[src/rtl/vga_plot_queue.sv]
// vga_plot_queue: buffered pixel-plot front end for the VGA adapter.
// Plot requests are queued in a small FIFO and drained at one pixel per
// clock. A full-screen clear engine sweeps every pixel in x-fastest order
// while the queue keeps accepting (but not emitting) requests.
// Optional build macro VGA_PLOT_CLIP_COUNT_EN adds a saturating 16-bit
// count of out-of-range requests (clip_count), cleared by an accepted clear.
`timescale 1ns/1ps
module vga_plot_queue #(
    parameter int X_W        = 8,
    parameter int Y_W        = 7,
    parameter int COL_W      = 3,
    parameter int H_RES      = 160,
    parameter int V_RES      = 120,
    parameter int DEPTH_LOG2 = 3
) (
    input  logic             clock,
    input  logic             resetn,
    input  logic             req_valid,
    output logic             req_ready,
    input  logic [X_W-1:0]   req_x,
    input  logic [Y_W-1:0]   req_y,
    input  logic [COL_W-1:0] req_colour,
    input  logic             clear_start,
    input  logic [COL_W-1:0] clear_colour,
    output logic             clear_busy,
    output logic [X_W-1:0]   vga_x,
    output logic [Y_W-1:0]   vga_y,
    output logic [COL_W-1:0] vga_colour,
    output logic             vga_write
`ifdef VGA_PLOT_CLIP_COUNT_EN
    ,
    output logic [15:0]      clip_count
`endif
);

    localparam int DEPTH   = 1 << DEPTH_LOG2;
    localparam int ENTRY_W = X_W + Y_W + COL_W;
    localparam int XW1     = X_W + 1;
    localparam int YW1     = Y_W + 1;
    localparam int CNT_W   = DEPTH_LOG2 + 1;

    // Limits carry one extra bit so H_RES == 2^X_W still compares correctly.
    localparam logic [X_W:0]        H_LIM    = XW1'(H_RES);
    localparam logic [Y_W:0]        V_LIM    = YW1'(V_RES);
    localparam logic [X_W-1:0]      X_LAST   = X_W'(H_RES - 1);
    localparam logic [Y_W-1:0]      Y_LAST   = Y_W'(V_RES - 1);
    localparam logic [CNT_W-1:0]    FULL_CNT = CNT_W'(DEPTH);
    localparam logic [CNT_W-1:0]    CNT_ONE  = CNT_W'(1'b1);
    localparam logic [DEPTH_LOG2-1:0] PTR_ONE = DEPTH_LOG2'(1'b1);
    localparam logic [X_W-1:0]      X_ONE    = X_W'(1'b1);
    localparam logic [Y_W-1:0]      Y_ONE    = Y_W'(1'b1);

    typedef enum logic [0:0] {
        ST_DRAIN = 1'b0,
        ST_CLEAR = 1'b1
    } state_t;

    state_t                  state_r;
    state_t                  state_next_s;
    logic [ENTRY_W-1:0]      mem_r [DEPTH];
    logic [DEPTH_LOG2-1:0]   wr_ptr_r;
    logic [DEPTH_LOG2-1:0]   rd_ptr_r;
    logic [CNT_W-1:0]        count_r;
    logic [COL_W-1:0]        fill_r;
    logic [X_W-1:0]          cx_r;
    logic [Y_W-1:0]          cy_r;
    logic                    accept_s;
    logic                    in_range_s;
    logic                    push_s;
    logic                    pop_s;
    logic                    clear_go_s;
    logic                    last_px_s;
    logic [ENTRY_W-1:0]      head_s;

    assign req_ready  = (count_r != FULL_CNT);
    assign clear_busy = (state_r == ST_CLEAR);
    assign accept_s   = req_valid && req_ready;
    assign in_range_s = ({1'b0, req_x} < H_LIM) && ({1'b0, req_y} < V_LIM);
    assign push_s     = accept_s && in_range_s;
    // Queue is frozen during a sweep so queued pixels land on top of the fill.
    assign pop_s      = (state_r == ST_DRAIN) && (count_r != {CNT_W{1'b0}});
    // A clear request during a sweep is ignored entirely.
    assign clear_go_s = clear_start && (state_r == ST_DRAIN);
    assign last_px_s  = (cx_r == X_LAST) && (cy_r == Y_LAST);
    assign head_s     = mem_r[rd_ptr_r];

    // FSM state register.
    always_ff @(posedge clock or negedge resetn) begin
        if (!resetn) begin
            state_r <= ST_DRAIN;
        end else begin
            state_r <= state_next_s;
        end
    end

    // Next-state logic: enter the sweep on clear_start, leave after the last pixel.
    always_comb begin
        state_next_s = state_r;
        case (state_r)
            ST_DRAIN: begin
                if (clear_start) begin
                    state_next_s = ST_CLEAR;
                end else begin
                    state_next_s = ST_DRAIN;
                end
            end
            ST_CLEAR: begin
                if (last_px_s) begin
                    state_next_s = ST_DRAIN;
                end else begin
                    state_next_s = ST_CLEAR;
                end
            end
            default: state_next_s = ST_DRAIN;
        endcase
    end

    // FIFO storage, pointers and occupancy count.
    always_ff @(posedge clock or negedge resetn) begin
        if (!resetn) begin
            for (int i = 0; i < DEPTH; i++) begin
                mem_r[i] <= {ENTRY_W{1'b0}};
            end
            wr_ptr_r <= {DEPTH_LOG2{1'b0}};
            rd_ptr_r <= {DEPTH_LOG2{1'b0}};
            count_r  <= {CNT_W{1'b0}};
        end else begin
            if (push_s) begin
                mem_r[wr_ptr_r] <= {req_x, req_y, req_colour};
                wr_ptr_r        <= wr_ptr_r + PTR_ONE;
            end
            if (pop_s) begin
                rd_ptr_r <= rd_ptr_r + PTR_ONE;
            end
            case ({push_s, pop_s})
                2'b10:   count_r <= count_r + CNT_ONE;
                2'b01:   count_r <= count_r - CNT_ONE;
                default: count_r <= count_r;
            endcase
        end
    end

    // Pixel output register and clear sweep counters.
    always_ff @(posedge clock or negedge resetn) begin
        if (!resetn) begin
            vga_x      <= {X_W{1'b0}};
            vga_y      <= {Y_W{1'b0}};
            vga_colour <= {COL_W{1'b0}};
            vga_write  <= 1'b0;
            fill_r     <= {COL_W{1'b0}};
            cx_r       <= {X_W{1'b0}};
            cy_r       <= {Y_W{1'b0}};
        end else begin
            case (state_r)
                ST_DRAIN: begin
                    if (pop_s) begin
                        {vga_x, vga_y, vga_colour} <= head_s;
                        vga_write                  <= 1'b1;
                    end else begin
                        vga_write <= 1'b0;
                    end
                    if (clear_go_s) begin
                        fill_r <= clear_colour;
                        cx_r   <= {X_W{1'b0}};
                        cy_r   <= {Y_W{1'b0}};
                    end
                end
                ST_CLEAR: begin
                    vga_x      <= cx_r;
                    vga_y      <= cy_r;
                    vga_colour <= fill_r;
                    vga_write  <= 1'b1;
                    if (last_px_s) begin
                        cx_r <= {X_W{1'b0}};
                        cy_r <= {Y_W{1'b0}};
                    end else if (cx_r == X_LAST) begin
                        cx_r <= {X_W{1'b0}};
                        cy_r <= cy_r + Y_ONE;
                    end else begin
                        cx_r <= cx_r + X_ONE;
                    end
                end
                default: begin
                    vga_write <= 1'b0;
                end
            endcase
        end
    end

`ifdef VGA_PLOT_CLIP_COUNT_EN
    logic [15:0] clip_count_r;

    assign clip_count = clip_count_r;

    // Saturating count of accepted-but-discarded out-of-range requests.
    always_ff @(posedge clock or negedge resetn) begin
        if (!resetn) begin
            clip_count_r <= 16'h0000;
        end else if (clear_go_s) begin
            clip_count_r <= 16'h0000;
        end else if (accept_s && !in_range_s && (clip_count_r != 16'hFFFF)) begin
            clip_count_r <= clip_count_r + 16'h0001;
        end else begin
            clip_count_r <= clip_count_r;
        end
    end
`endif

endmodule

[config.mk]
export PLATFORM = sky130hd
export DESIGN_NAME = vga_plot_queue
export DESIGN_NICKNAME = d
export VERILOG_FILES = /design/src/rtl/vga_plot_queue.sv
export SDC_FILE = /design/constraint.sdc
export NUM_CORES = 1
export LEC_CHECK = 0
export CAP_MARGIN = 25
export CORE_MARGIN = 8
export CORE_UTILIZATION = 55
export CTS_CLUSTER_DIAMETER = 30
export CTS_CLUSTER_SIZE = 24
export DETAILED_ROUTE_END_ITERATION = 10
export GPL_TIMING_DRIVEN = 0
export PLACE_DENSITY = 0.71
export SYNTH_ARGS = -nofsm -noshare
export SYNTH_HDL_FRONTEND = slang
export SYNTH_SLANG_ARGS = --single-unit
[constraint.sdc]
create_clock -name clock -period 7.2 [get_ports clock]
set_input_delay 1.44 -clock clock [delete_from_list [all_inputs] [get_ports clock]]
set_output_delay 1.44 -clock clock [all_outputs]
set_load 0.005 [all_outputs]
==> flow_metrics.py <==
metrics = {
    "status": {
        "outcome": "finished clean",
    },
    "setup_path": {
        "crit_slowest_cell": "nor3_2",
        "cp_slowest_stage_delay_ps": 800,
        "cp_num_buf_inv": 2,
        "worstPathArrival_ps": 4220,
        "crit_path_cell_trace": "clkdlybuf4s50_1, o21ai_1, nand3_4, nor3_2, buf_4, mux2_2",
        "r2r-start": "count_r[2]",
        "path_class": "in2reg",
        "r2r_slack_ps": 4610,
        "cp-start-kind": "input port",
        "end_kind": "flip-flop",
        "cp.required_ps": 7500,
        "cp_max_fo": 10,
        "crit_family": "simple AND/OR/NAND/NOR gates",
        "startpoint": "req_x[5]",
    },
    "clock_tree": {
        "cts_made_buffers": 17,
        "clockBufferDepth": 2,
        "numClockSinks": 192,
        "cts_tree": "built",
        "postCtsHoldBufs": 0,
        "postCtsResizedCells": 0,
        "cts_setup_buffers": 0,
        "cts-root-buf": "clkbuf_16",
        "insertion_delay_ps": 420,
        "ctsHtreeMaxLevel": 4,
        "clk_pin_slew_ps": 70,
    },
    "routing": {
        "ant_nets": 0,
        "viasPerCell": 5.91,
        "routedWlPerCell_um": 21.1,
        "drc_errors": 0,
        "drt-total-wl_mm": 18.7,
        "drt_iter0_drc": 322,
        "vias": 5240,
        "firstDrtPassIters": 4,
    },
    "timing": {
        "final_max_slew_viol_count": 0,
        "rsz0062_at_grt": "no",
        "setup_viol": 0,
        "hold_viol_final": 0,
        "min_period_ps": 3910,
        "fmax_mhz": 256,
        "maxSlewHeadroom_pct": 37.9,
        "worst_pin_slew_ps": 926,
        "finalClockSkew_ps": 9.31,
        "finalCritPeriodShare_pct": 54.3,
        "tns_ps": 0,
        "setup_ws_ps": 3290,
    },
    "synthesis": {
        "synth_ff_type": "dfrtp_1",
        "yosysSeqAreaShare_pct": 54.5,
        "synth_fp_nets": 621,
        "synth_edf_count": 0,
        "syn_area_um2": 8810,
        "synth_cell_types": 50,
        "yosys_warnings": 0,
        "postSynthAreaPerCell_um2": 15.0,
        "syn-instance-count": 589,
        "synth-async-reset-ratio_pct": 100,
        "ys_ff_latch": 192,
    },
    "global_route": {
        "grt_pass1_wl_mm": 30.0,
        "grt_max_degree": 118,
        "grt_pass1_vias": 5461,
        "grt_usage_pct": 19.4,
        "antenna_found_initial": 0,
        "overflow": 0,
    },
    "floorplanning": {
        "die_y_um": 143,
        "start_util_pct": 55.9,
        "ios": 46,
        "die_w_um": 143,
        "fp.coreArea_um2": 15800,
        "die_area_um2": 20300,
        "fp-row-count": 46,
    },
    "pwr": {
        "leakage_nw": 4.42,
        "p_per_area_nw_per_um2": 384,
        "irDropWorstVdd_mv": 0.202,
    },
    "worst_hold_path": {
        "hp-start": "vga_x[7]",
        "min_path_type": "reg2reg",
    },
    "layout": {
        "nNetsFinal": 689,
        "mostFrequentLayoutCells": "192 x dfrtp_1, 121 x mux2_2, 44 x clkdlybuf4s50_1, 36 x mux4_2",
        "mostFrequentLayoutCell": "dfrtp_1",
        "area_growth_pct": 15.7,
        "final_cell_count_no_fill": 886,
        "layout-drive-gt1-share_pct": 36.4,
        "n_antenna_cell": 0,
    },
    "placement": {
        "preCtsSetupSlack_ps": 2850,
        "hpwl_mm": 12.8,
        "place.port_buffers": 45,
        "place_inst": 853,
        "place.gp.congestion": 0.884,
    },
    "run": {
        "maxCapViolations": 0,
    },
}
-- registers in the layout, indices dropped and copies added (netlist names), 3 cells and up --
register	count
cy_r	7
fill_r	3
vga_y	7
vga_x	8
cx_r	8
vga_colour	3
count_r	4
rd_ptr_r	3
mem_r	144
wr_ptr_r	3
-- cells in the mapped netlist, types with 2 or more instances --
library cell / n / share of area (%)
dfrtp_1: 192 / 55
mux2_2: 121 / 15
mux4_2: 36 / 9.2
a22oi_1: 34 / 2.9
nand2_1: 34 / 1.4
mux2_4: 30 / 5.1
clkbuf_1: 13 / 0.55
nor2_1: 10 / 0.43
nand3_1: 9 / 0.51
nand2b_1: 8 / 0.57
o21ai_0: 8 / 0.45
xnor2_1: 8 / 0.80
buf_4: 7 / 0.60
ha_1: 7 / 0.99
xor2_1: 7 / 0.70
inv_1: 6 / 0.26
buf_2: 4 / 0.23
nand4_1: 4 / 0.28
nor3_1: 4 / 0.23
buf_6: 3 / 0.38
nor3_2: 3 / 0.34
nor3b_1: 3 / 0.26
or4_1: 3 / 0.26
a21o_1: 2 / 0.17
a21oi_1: 2 / 0.11
buf_1: 2 / 0.085
nor2b_1: 2 / 0.14
nor4_1: 2 / 0.14
nor4bb_1: 2 / 0.23
o32ai_1: 2 / 0.20
or4b_4: 2 / 0.31
-- worst reg2reg max path: cells and delay by family, from the launching register on --
family / cells / cell delay (ps)
compound gates: 1 / 150
simple gates: 3 / 900
xor+xnor: 3 / 470
fa+ha+maj: 2 / 520
flops: 1 / 440
-- cells by family (layout without fill, tap and decap cells) --
| kind of cell | after synthesis | in the layout | synth area share, % |
|---|---|---|---|
| AOI/OAI and AO/OA | 58 | 58 | 4.73 |
| xor gates and xnor gates | 15 | 15 | 1.49 |
| buffers and inverters | 36 | 117 | 2.33 |
| and+or+nand+nor | 93 | 93 | 6.01 |
| muxes | 188 | 188 | 29.9 |
| adders and majority gates | 7 | 7 | 0.994 |
| DFF | 192 | 192 | 54.5 |
-- layout make-up --
class | instances | area [µm²]
Timing Repair Buffer | 49 | 513
Clock buffer | 24 | 492
Sequential cell | 192 | 4800
Fill cell | 1177 | 5580
Tap cell | 216 | 270
Inverter | 6 | 22.5
Buffer | 30 | 183
Clock inverter | 8 | 104
Multi-Input combinational cell | 361 | 3800
-- power by group --
group	total (mW)	switching (mW)	internal, mW
combinational	1.12	0.378	0.744
clock	0.941	0.392	0.549
sequential	1.84	0.289	1.55
total	3.91	1.06	2.85
-- metrics by stage --
stage	total power [mW]	cell area (µm²)	util (%)	hold slack [ps]
3_5_place_dp	2.98	9580	60.7	478
3_3_place_gp	2.90	9530	60.4	462
5_1_grt	4.12	10200	64.6	508
4_1_cts	3.93	10200	64.5	493
6_report	3.91	10200	64.6	491
2_1_floorplan	2.64	8810	-	454
-- per-layer routing --
| layer | part of all wire [%] | GRT usage (%) | vias up |
|---|---|---|---|
| li1 | - | - | 2329 |
| met1 | 45 | 26.1 | 2795 |
| met2 | 50 | 31.2 | 100 |
| met3 | 4.0 | 3.92 | 16 |
| met4 | 1.2 | 5.43 | 0 |
| met5 | 0 | 0 | - |
-- final timing paths --
check / end / cells past startpoint
worst max-delay path: mem_r[81] / 6
worst min-delay path: vga_x[7] / 2
worst max register to register: count_r[2] / 9
worst min register to register: vga_x[7] / 2
max in group asynchronous: mem_r[25] / 2
min in group asynchronous: count_r[0] / 1
Note: power is estimated with default switching activity, not from simulation.
